**src/rtl/sirius_bus_pkg.sv**
```systemverilog
// Shared types for the sirius pipeline bus slice: arbiter states, bus owners
// and the "no byte lanes" strobe value that marks a load.
package sirius_bus_pkg;

  typedef enum logic [1:0] {
    IDLE,
    REQ,
    WAIT
  } arb_state_t;

  typedef enum logic {
    OWN_INST,
    OWN_DATA
  } arb_owner_t;

  localparam logic [3:0] STRB_NONE = 4'b0000;

endpackage

```
**src/rtl/sram_arbiter.sv**
```systemverilog
// Arbitrates the instruction-fetch and data ports onto one split address/data
// SRAM-like bus, one outstanding transaction at a time, alternating under contention.
module sram_arbiter
  import sirius_bus_pkg::*;
(
  input  logic        clk,
  input  logic        rst,

  input  logic        inst_en,
  input  logic [31:0] inst_addr,
  output logic [31:0] inst_rdata,
  output logic        inst_done,

  input  logic        data_en,
  input  logic [3:0]  data_wen,
  input  logic [31:0] data_addr,
  input  logic [31:0] data_wdata,
  output logic [31:0] data_rdata,
  output logic        data_done,

  output logic        bus_req,
  output logic        bus_wr,
  output logic [3:0]  bus_wstrb,
  output logic [31:0] bus_addr,
  output logic [31:0] bus_wdata,
  input  logic        bus_addr_ok,
  input  logic        bus_data_ok,
  input  logic [31:0] bus_rdata
);

  arb_state_t  state_q, state_d;
  arb_owner_t  last_owner_q, last_owner_d;
  logic        bus_req_q, bus_req_d;
  logic        bus_wr_q, bus_wr_d;
  logic [3:0]  bus_wstrb_q, bus_wstrb_d;
  logic [31:0] bus_addr_q, bus_addr_d;
  logic [31:0] bus_wdata_q, bus_wdata_d;
  logic        inst_done_q, inst_done_d;
  logic        data_done_q, data_done_d;
  logic [31:0] inst_rdata_q, inst_rdata_d;
  logic [31:0] data_rdata_q, data_rdata_d;

  logic        inst_elig;
  logic        data_elig;
  arb_owner_t  grant_owner;

  // Data wins a tie unless it held the previous grant, so contention alternates.
  function automatic arb_owner_t pick_owner(input logic inst_ok,
                                            input logic data_ok,
                                            input arb_owner_t last);
    if (data_ok && (!inst_ok || last != OWN_DATA)) begin
      return OWN_DATA;
    end
    return OWN_INST;
  endfunction

  // A port whose done pulse is showing has not had a chance to drop en yet.
  assign inst_elig   = inst_en && !inst_done_q;
  assign data_elig   = data_en && !data_done_q;
  assign grant_owner = pick_owner(inst_elig, data_elig, last_owner_q);

  always_comb begin
    state_d      = state_q;
    last_owner_d = last_owner_q;
    bus_req_d    = bus_req_q;
    bus_wr_d     = bus_wr_q;
    bus_wstrb_d  = bus_wstrb_q;
    bus_addr_d   = bus_addr_q;
    bus_wdata_d  = bus_wdata_q;
    inst_done_d  = 1'b0;
    data_done_d  = 1'b0;
    inst_rdata_d = inst_rdata_q;
    data_rdata_d = data_rdata_q;

    case (state_q)
      IDLE: begin
        if (inst_elig || data_elig) begin
          state_d      = REQ;
          bus_req_d    = 1'b1;
          last_owner_d = grant_owner;
          if (grant_owner == OWN_DATA) begin
            bus_addr_d  = data_addr;
            bus_wstrb_d = data_wen;
            bus_wdata_d = data_wdata;
            bus_wr_d    = (data_wen != STRB_NONE);
          end else begin
            bus_addr_d  = inst_addr;
            bus_wstrb_d = STRB_NONE;
            bus_wdata_d = 32'h0;
            bus_wr_d    = 1'b0;
          end
        end
      end

      REQ: begin
        if (bus_addr_ok) begin
          state_d   = WAIT;
          bus_req_d = 1'b0;
        end
      end

      WAIT: begin
        // last_owner_q doubles as the owner of the transaction in flight.
        if (bus_data_ok) begin
          state_d = IDLE;
          if (last_owner_q == OWN_DATA) begin
            data_done_d = 1'b1;
            if (!bus_wr_q) begin
              data_rdata_d = bus_rdata;
            end
          end else begin
            inst_done_d  = 1'b1;
            inst_rdata_d = bus_rdata;
          end
        end
      end

      default: begin
        state_d   = IDLE;
        bus_req_d = 1'b0;
      end
    endcase
  end

  always_ff @(posedge clk) begin
    if (!rst) begin
      state_q      <= IDLE;
      last_owner_q <= OWN_INST;
      bus_req_q    <= 1'b0;
      bus_wr_q     <= 1'b0;
      bus_wstrb_q  <= STRB_NONE;
      bus_addr_q   <= 32'h0;
      bus_wdata_q  <= 32'h0;
      inst_done_q  <= 1'b0;
      data_done_q  <= 1'b0;
      inst_rdata_q <= 32'h0;
      data_rdata_q <= 32'h0;
    end else begin
      state_q      <= state_d;
      last_owner_q <= last_owner_d;
      bus_req_q    <= bus_req_d;
      bus_wr_q     <= bus_wr_d;
      bus_wstrb_q  <= bus_wstrb_d;
      bus_addr_q   <= bus_addr_d;
      bus_wdata_q  <= bus_wdata_d;
      inst_done_q  <= inst_done_d;
      data_done_q  <= data_done_d;
      inst_rdata_q <= inst_rdata_d;
      data_rdata_q <= data_rdata_d;
    end
  end

  assign bus_req    = bus_req_q;
  assign bus_wr     = bus_wr_q;
  assign bus_wstrb  = bus_wstrb_q;
  assign bus_addr   = bus_addr_q;
  assign bus_wdata  = bus_wdata_q;
  assign inst_done  = inst_done_q;
  assign data_done  = data_done_q;
  assign inst_rdata = inst_rdata_q;
  assign data_rdata = data_rdata_q;

endmodule

```
**config.mk**
```make
export PLATFORM = sky130hd
export DESIGN_NAME = sram_arbiter
export DESIGN_NICKNAME = d
export VERILOG_FILES = /design/src/rtl/sirius_bus_pkg.sv /design/src/rtl/sram_arbiter.sv
export SDC_FILE = /design/constraint.sdc
export NUM_CORES = 1
export LEC_CHECK = 0
export ABC_CLOCK_PERIOD_IN_PS = 1700
export CORE_MARGIN = 3
export CORE_UTILIZATION = 40
export DETAILED_ROUTE_END_ITERATION = 12
export GPL_TIMING_DRIVEN = 0
export PLACE_DENSITY = 0.84
export RECOVER_POWER = 25
export SLEW_MARGIN = 0
export SYNTH_ARGS = -nofsm -noshare
export SYNTH_HDL_FRONTEND = slang
export SYNTH_SLANG_ARGS = --single-unit
```
**constraint.sdc**
```tcl
create_clock -name clk -period 1.7 [get_ports clk]
set_input_delay 0.17 -clock clk [delete_from_list [all_inputs] [get_ports clk]]
set_output_delay 0.17 -clock clk [all_outputs]
set_load 0.03 [all_outputs]
```
==> metrics.yaml <==
cells_and_area:
  drive_gt1_share_pct: 6.66
  fill_cells: 1055
  final_cells: 1133
  seqCellArea_sq_mm: 0.00278
  area_growth_pct: 67.1
  multi_input_area_sq_mm: 0.00222
  num-nets-final: 1086
  final_core_util_pct: 69.0
  antenna_cells: 0
cts:
  clk_latency_ns: 0.41
  clock_sinks: 139
  cts_buffer_depth: 2
  htreeDepth: 4
  cts-root-buf: "clkbuf_16"
  clkTransAtPathRegs_ns: 0.06
  cts_made_buffers: 17
  cts_tree: "done"
global_routing:
  grt_pass1_wl_um: 27400
  grt_max_degree: 17
  grtUsageTotal_pct: 23.8
  antenna_found_initial: 0
  grt-ovfl-total: 0
  grt_pass1_vias: 5329
detailed_routing:
  postRouteAntennaNets: 0
  vias: 5650
  routed_wl_um: 17900
  drt-initial-drc-count: 369
  dr.pass1.iters: 5
  drc: 0
  vias_per_cell: 4.99
  avgRoutedWirePerCell_um: 15.8
status:
  status: "finished, final reports clean"
placement:
  portBuffers: 272
  gp_routability_congestion: 0.832
  pre_cts_ws_ns: -0.326
  post-dp-hpwl_um: 13400
  dp.cells: 1100
sta:
  finalCritPeriodShare_pct: 97.6
  fmax_mhz: 603
  tns_ns: 0
  rsz0062_at_grt: "no"
  tightest_slew_ns: 0.542
  finalCriticalPeriod_ns: 1.66
  skew_ns: 0.0108
  setup_slack_ns: 0.0413
  finalSetupViolations: 0
  slew_viol_final: 0
  relSlewSlack_pct: 63.9
  hold_violations: 0
setup_path:
  critPathTopFamily: "buffers and inverters"
  cp_max_fo: 2
  cp.required_ns: 1.53
  path_buf_inv: 1
  crit_type: "reg2out"
  cp_slowest_cell: "clkdlybuf4s50_1"
  slowest_delay_ns: 0.73
  crit_path_end_kind: "output port"
  crit_chain: "clkdlybuf4s50_1"
  critPathLaunchType: "flip-flop"
  arrival_ns: 1.49
floorplan:
  rows: 41
  start_util_pct: 41.3
  dieArea_sq_mm: 0.0146
  ios: 274
  dieHeight_um: 121
  core_area_sq_mm: 0.0128
  die-width_um: 121
logic_synthesis:
  syn_inst: 656
  syn_area_sq_mm: 0.00528
  synth_cell_types: 31
  yosysWarnings: 0
  avgSynthCellArea_sq_um: 8.04
  ys_seq_area_share_pct: 52.7
  ys_ff_latch: 139
  syn_nets: 794
power:
  seq_power_share_pct: 39.5
  power_density_mw_per_mm2: 1010
  p_total_mw: 8.95
  p_leak_nw: 3.22
  combPwrFrac_pct: 18.3
  p_int_mw: 6.50
  power.switching_mw: 2.44
  sw_frac_of_total_pct: 27.3
  p_clk_share_pct: 42.2
  peakVddDrop_mv: 0.659
job:
  drv_cap: 0
min_path:
  hold_path_class: "in2reg"
worst paths after layout:
| kind | startpoint | to | slack (ns) | depth (start not counted) |
|---|---|---|---|---|
| max | data_rdata[22] | data_rdata[22] | 0.04 | 1 |
| max reg2reg | last_owner_q | bus_wdata[23] | 0.13 | 6 |
| min | inst_addr[26] | bus_addr[26] | 0.32 | 3 |
| min reg2reg | data_rdata[27] | data_rdata[27] | 0.46 | 2 |
logic make-up (layout without fill, tap and decap cells):
| group | Yosys count | in the layout | synth area share [%] |
|---|---|---|---|
| compound gates | 172 | 172 | 19.6 |
| simple gates | 286 | 286 | 22.4 |
| flops | 139 | 139 | 52.7 |
| buf+inv | 59 | 364 | 5.19 |
power by group through the flow:
stage,logic [mW],registers [mW],clock network [mW]
after floorplan,0.462,3.94,0
after global placement,1.64,3.60,0
after detailed placement,1.64,3.61,0
after CTS,1.65,3.54,3.82
after global routing,1.75,3.56,3.93
final,1.64,3.54,3.77
synthesized netlist by cell type, drive strengths merged:
| library cell | number | share of area [%] |
|---|---|---|
| a31oi | 32 | 3.8 |
| nand2 | 235 | 17 |
| o21a | 1 | 0.14 |
| nand3b | 2 | 0.52 |
| nand3 | 32 | 3.0 |
| nor2b | 5 | 0.64 |
| o41ai | 1 | 0.17 |
| and2 | 2 | 0.24 |
| inv | 1 | 0.071 |
| o21ai | 65 | 6.2 |
| o22ai | 37 | 4.4 |
| a21oi | 3 | 0.28 |
| dfxtp | 139 | 53 |
| a21boi | 33 | 4.7 |
| nand2b | 1 | 0.12 |
| buf | 21 | 2.4 |
| or2 | 1 | 0.12 |
| and3 | 1 | 0.12 |
| clkbuf | 37 | 2.7 |
| or3 | 1 | 0.12 |
| nor2 | 5 | 0.40 |
| nor3b | 1 | 0.36 |
registers in the layout, indices dropped and copies added, names as in the netlist:
register and cells:
bus_addr 32, inst_rdata 32, bus_wstrb 4, bus_wdata 32, inst_done 1, data_rdata 32
state_q 2, data_done 1, bus_wr 1, last_owner_q 1, bus_req 1
worst register-to-register path, cell delays in order (launching register included):
cell	delay, ns
dfxtp_1	0.36
nand3b_1	0.13
nand2_2	0.12
or3_1	0.37
buf_4	0.20
buf_6	0.15
o22ai_1	0.17
final cells by class:
class,instances,share of cell area [%]
sequential,139,31.6
timing repair buffer,273,31.0
multi-input combinational,458,25.2
clock buffer,18,4.87
buffer,58,3.01
tap,172,2.44
clock inverter,14,1.94
inverter,1,0.0426
timing repair:
action | CTS | global route
setup endpoints to repair | 11 | 37
hold buffers | 0 | 0
gates resized for setup | 2 | 8
pin swaps | 0 | 1
setup buffers | 0 | 1
metrics by stage:
stage | area [sq um] | hold WS (ns)
3_3_place_gp | 8210 | 0.436
4_1_cts | 8810 | 0.297
2_1_floorplan | 5280 | 0.300
5_1_grt | 8820 | 0.304
3_5_place_dp | 8210 | 0.441
6_report | 8820 | 0.319
placed cells by master, fill, tap and decap left out, drive strengths merged, types with 5 or more instances in the layout:
master         instances
clkdlybuf4s50        269
nand2                235
dfxtp                139
o21ai                 65
clkbuf                64
o22ai                 37
a21boi                33
a31oi                 32
nand3                 32
buf                   15
clkinv                 6
nor2b                  5
nor2                   5
routing by layer:
metal	track usage, %	share of wire (%)	up-vias
met5	0	0	-
met4	8.71	2.1	0
met3	9.37	8.8	26
met2	39.2	48	244
met1	28.0	41	2581
li1	-	-	2799
No activity file was read; power rests on OpenSTA's default activity.
==> variant, RTL diff (same settings) <==
Reset style: asynchronous (`rst`), changed in one clocked block.
--- a/src/rtl/sram_arbiter.sv
+++ b/src/rtl/sram_arbiter.sv
@@ -122,7 +122,7 @@
     endcase
   end
 
-  always_ff @(posedge clk) begin
+  always_ff @(posedge clk or negedge rst) begin
     if (!rst) begin
       state_q      <= IDLE;
       last_owner_q <= OWN_INST;
Formal check against the unedited RTL: differs if rst is asserted again (counterexample within 4 cycles, from zero or initial values and one cycle with rst low); with rst held inactive, the same outputs for 4 cycles.
==> variant against the original RTL <==
Final area is 5.0% higher; sequential cell count unchanged; clock skew fell by 0.0029 ns; critical path depth stayed put; sequential share of layout area rose by 6.1 points; routed wire length fell by 5.2%; area after synthesis is 4.8% higher; register-to-register slack lost 0.05 ns; worst setup slack got worse by 0.011 ns; critical endpoint is now bus_addr[5]; maximum frequency down 0.65%.
Power is not compared: it rests on default switching activity, and its combinational part moved more than twofold at a synthesized area within 25%.
==> variant: results (changes against the original RTL) <==
Yosys Warn Count=0 (unchanged); Cell variety after synth=27 (was 31); vias per cell=5.048 (was 4.987); clock root buffer=clkbuf_16 (unchanged); switching share of power=39.55%; H-Tree Depth=4 (unchanged); CTS Buffer Depth=2 (unchanged); CTS Buf Count=17 (unchanged); top_reg_cell synth=dfrtp_1 (was dfxtp_1); initial antenna violation count=0 (unchanged); Slew @ Worst Pin=0.8245 ns (was 0.5419 ns); Post-synth top cells=dfrtp_1 (139), a21oi_1 (65), nand2_1 (37) (was nand2_1 (234), dfxtp_1 (139), o21ai_0 (55)); ys async rst share=100.0% (was 0%); Starting DRT DRC Count=188 (was 369); GRT Total Usage=22.24% (was 23.78%); clk_skew=0.007980 ns (was 0.01083 ns); critical path arrival=1.50 ns; number of global-route vias before repair=4814 (was 5329); layout cells sized above 1=18.69% (was 6.660%); fin nets=858 (was 1086); WL final=17.01 mm (was 17.95 mm); largest net degree at the start of global routing=83 (was 17); Final Hold Vio Count=0 (unchanged); syn nets=559 (was 794); Clk pin slew, worst setup/hold paths=0.06 ns (about the same); n_diodes=0 (unchanged); top cells by area, synth=dfrtp_1 (63%), mux2_4 (7.3%), mux2_2 (6.9%) (was dfxtp_1 (53%), nand2_1 (17%), o21ai_0 (5.2%)); run status=complete, no violations (unchanged); Crit path max-delay family=buffers and inverters (unchanged); worst vdd ir=0.001136 V; RePlAce Congestion=0.7734 (was 0.8323); hold crit path type=in -> reg (unchanged); first-pass GRT wire length=26.02 mm (was 27.43 mm); leakage power=4.089 nW; crit-path max cell delay=0.69 ns (was 0.73 ns); filler cell count=957 (was 1055); HPWL Detailed=12.60 mm (was 13.37 mm); port bufs=273 (was 272); Worst-Skew Late Latency=0.41 ns (about the same); Slowest cell on crit path=clkdlybuf4s50_1 (unchanged); post-synthesis sequential area ratio=62.90% (was 52.74%); DRT Pass-1 Iters=4 (was 5); pre-CTS setup slack=-0.3472 ns (was -0.3261 ns); Crit Path Max Fanout=2 (unchanged)
==> variant: cell types whose count changed after synthesis, sizes merged, moves of 33 or more <==
cell | before | now
dfxtp | 139 | 0
a21boi | 33 | 0
o22ai | 37 | 0
o21ai | 65 | 4
nand2 | 235 | 38
dfrtp | 0 | 139
mux2 | 0 | 64
a22o | 0 | 36
a21oi | 3 | 65
==> variant: area by class of cell <==
| type | count | area (µm²) | share of cell area (%) |
|---|---|---|---|
| flip-flops and latches | 139 | 3482 | 37.63 |
| repair buffers | 280 | 2820 | 30.48 |
| multi-input cells | 254 | 1873 | 20.24 |
| clock buffers | 23 | 508.0 | 5.490 |
| well taps | 176 | 220.2 | 2.380 |
| plain buffers | 28 | 215.2 | 2.326 |
| clock inverters | 9 | 133.9 | 1.447 |
==> variant: what timing repair did <==
| item | 4_1_cts | 5_1_grt |
|---|---|---|
| hold buffers | 1 | 0 |
| pin swaps | 1 | 1 |
| hold endpoints to repair | 57 | 0 |
| setup endpoints to repair | 55 | 104 |
| buffers inserted | 0 | 5 |
| resized for setup | 7 | 24 |
==> variant: power by group through the flow <==
stage,Clock [mW],Combinational (mW),Sequential [mW]
4_1_cts,3.97,9.85,5.81
2_1_floorplan,0,2.55,8.66
3_5_place_dp,0,9.74,5.82
6_report,3.91,9.82,5.82
5_1_grt,4.15,10.4,6.00
3_3_place_gp,0,9.55,5.70
==> variant: cells by family after synthesis <==
logic type | share of synthesized area, %
muxes | 14.86
and+or+nand+nor | 6.267
DFF | 62.90
AOI/OAI and AO/OA | 12.51
buffers and inverters | 3.462
==> variant: worst paths after layout <==
check	from	to	slack, ns	cells past startpoint
max	bus_addr[5]	bus_addr[5]	0.03	1
min	inst_addr[21]	bus_addr[21]	0.29	3
max reg2reg	data_done	bus_wdata[18]	0.08	6
min reg2reg	data_rdata[30]	data_rdata[30]	0.49	1
max in group asynchronous	rst	last_owner_q	0.36	3
min in group asynchronous	rst	data_rdata[7]	0.44	2
==> variant: per-stage QoR <==
stage,power [mW],std cells,cell area [µm²],hold WS (ns)
after floorplan,11.21,421,5530,-0.1256
after global placement,15.25,870,8483,0.4619
after detailed placement,15.56,871,8512,0.1788
after CTS,19.63,904,9183,0.2776
after global routing,20.51,909,9253,0.2939
final,19.55,909,9253,0.2937
==> variant: routing by layer <==
metal | GRT usage, % | part of all wire (%)
met4 | 9.965 | 3.2
met1 | 25.92 | 37
met2 | 37.92 | 52
met5 | 0 | 0
met3 | 6.540 | 6.9
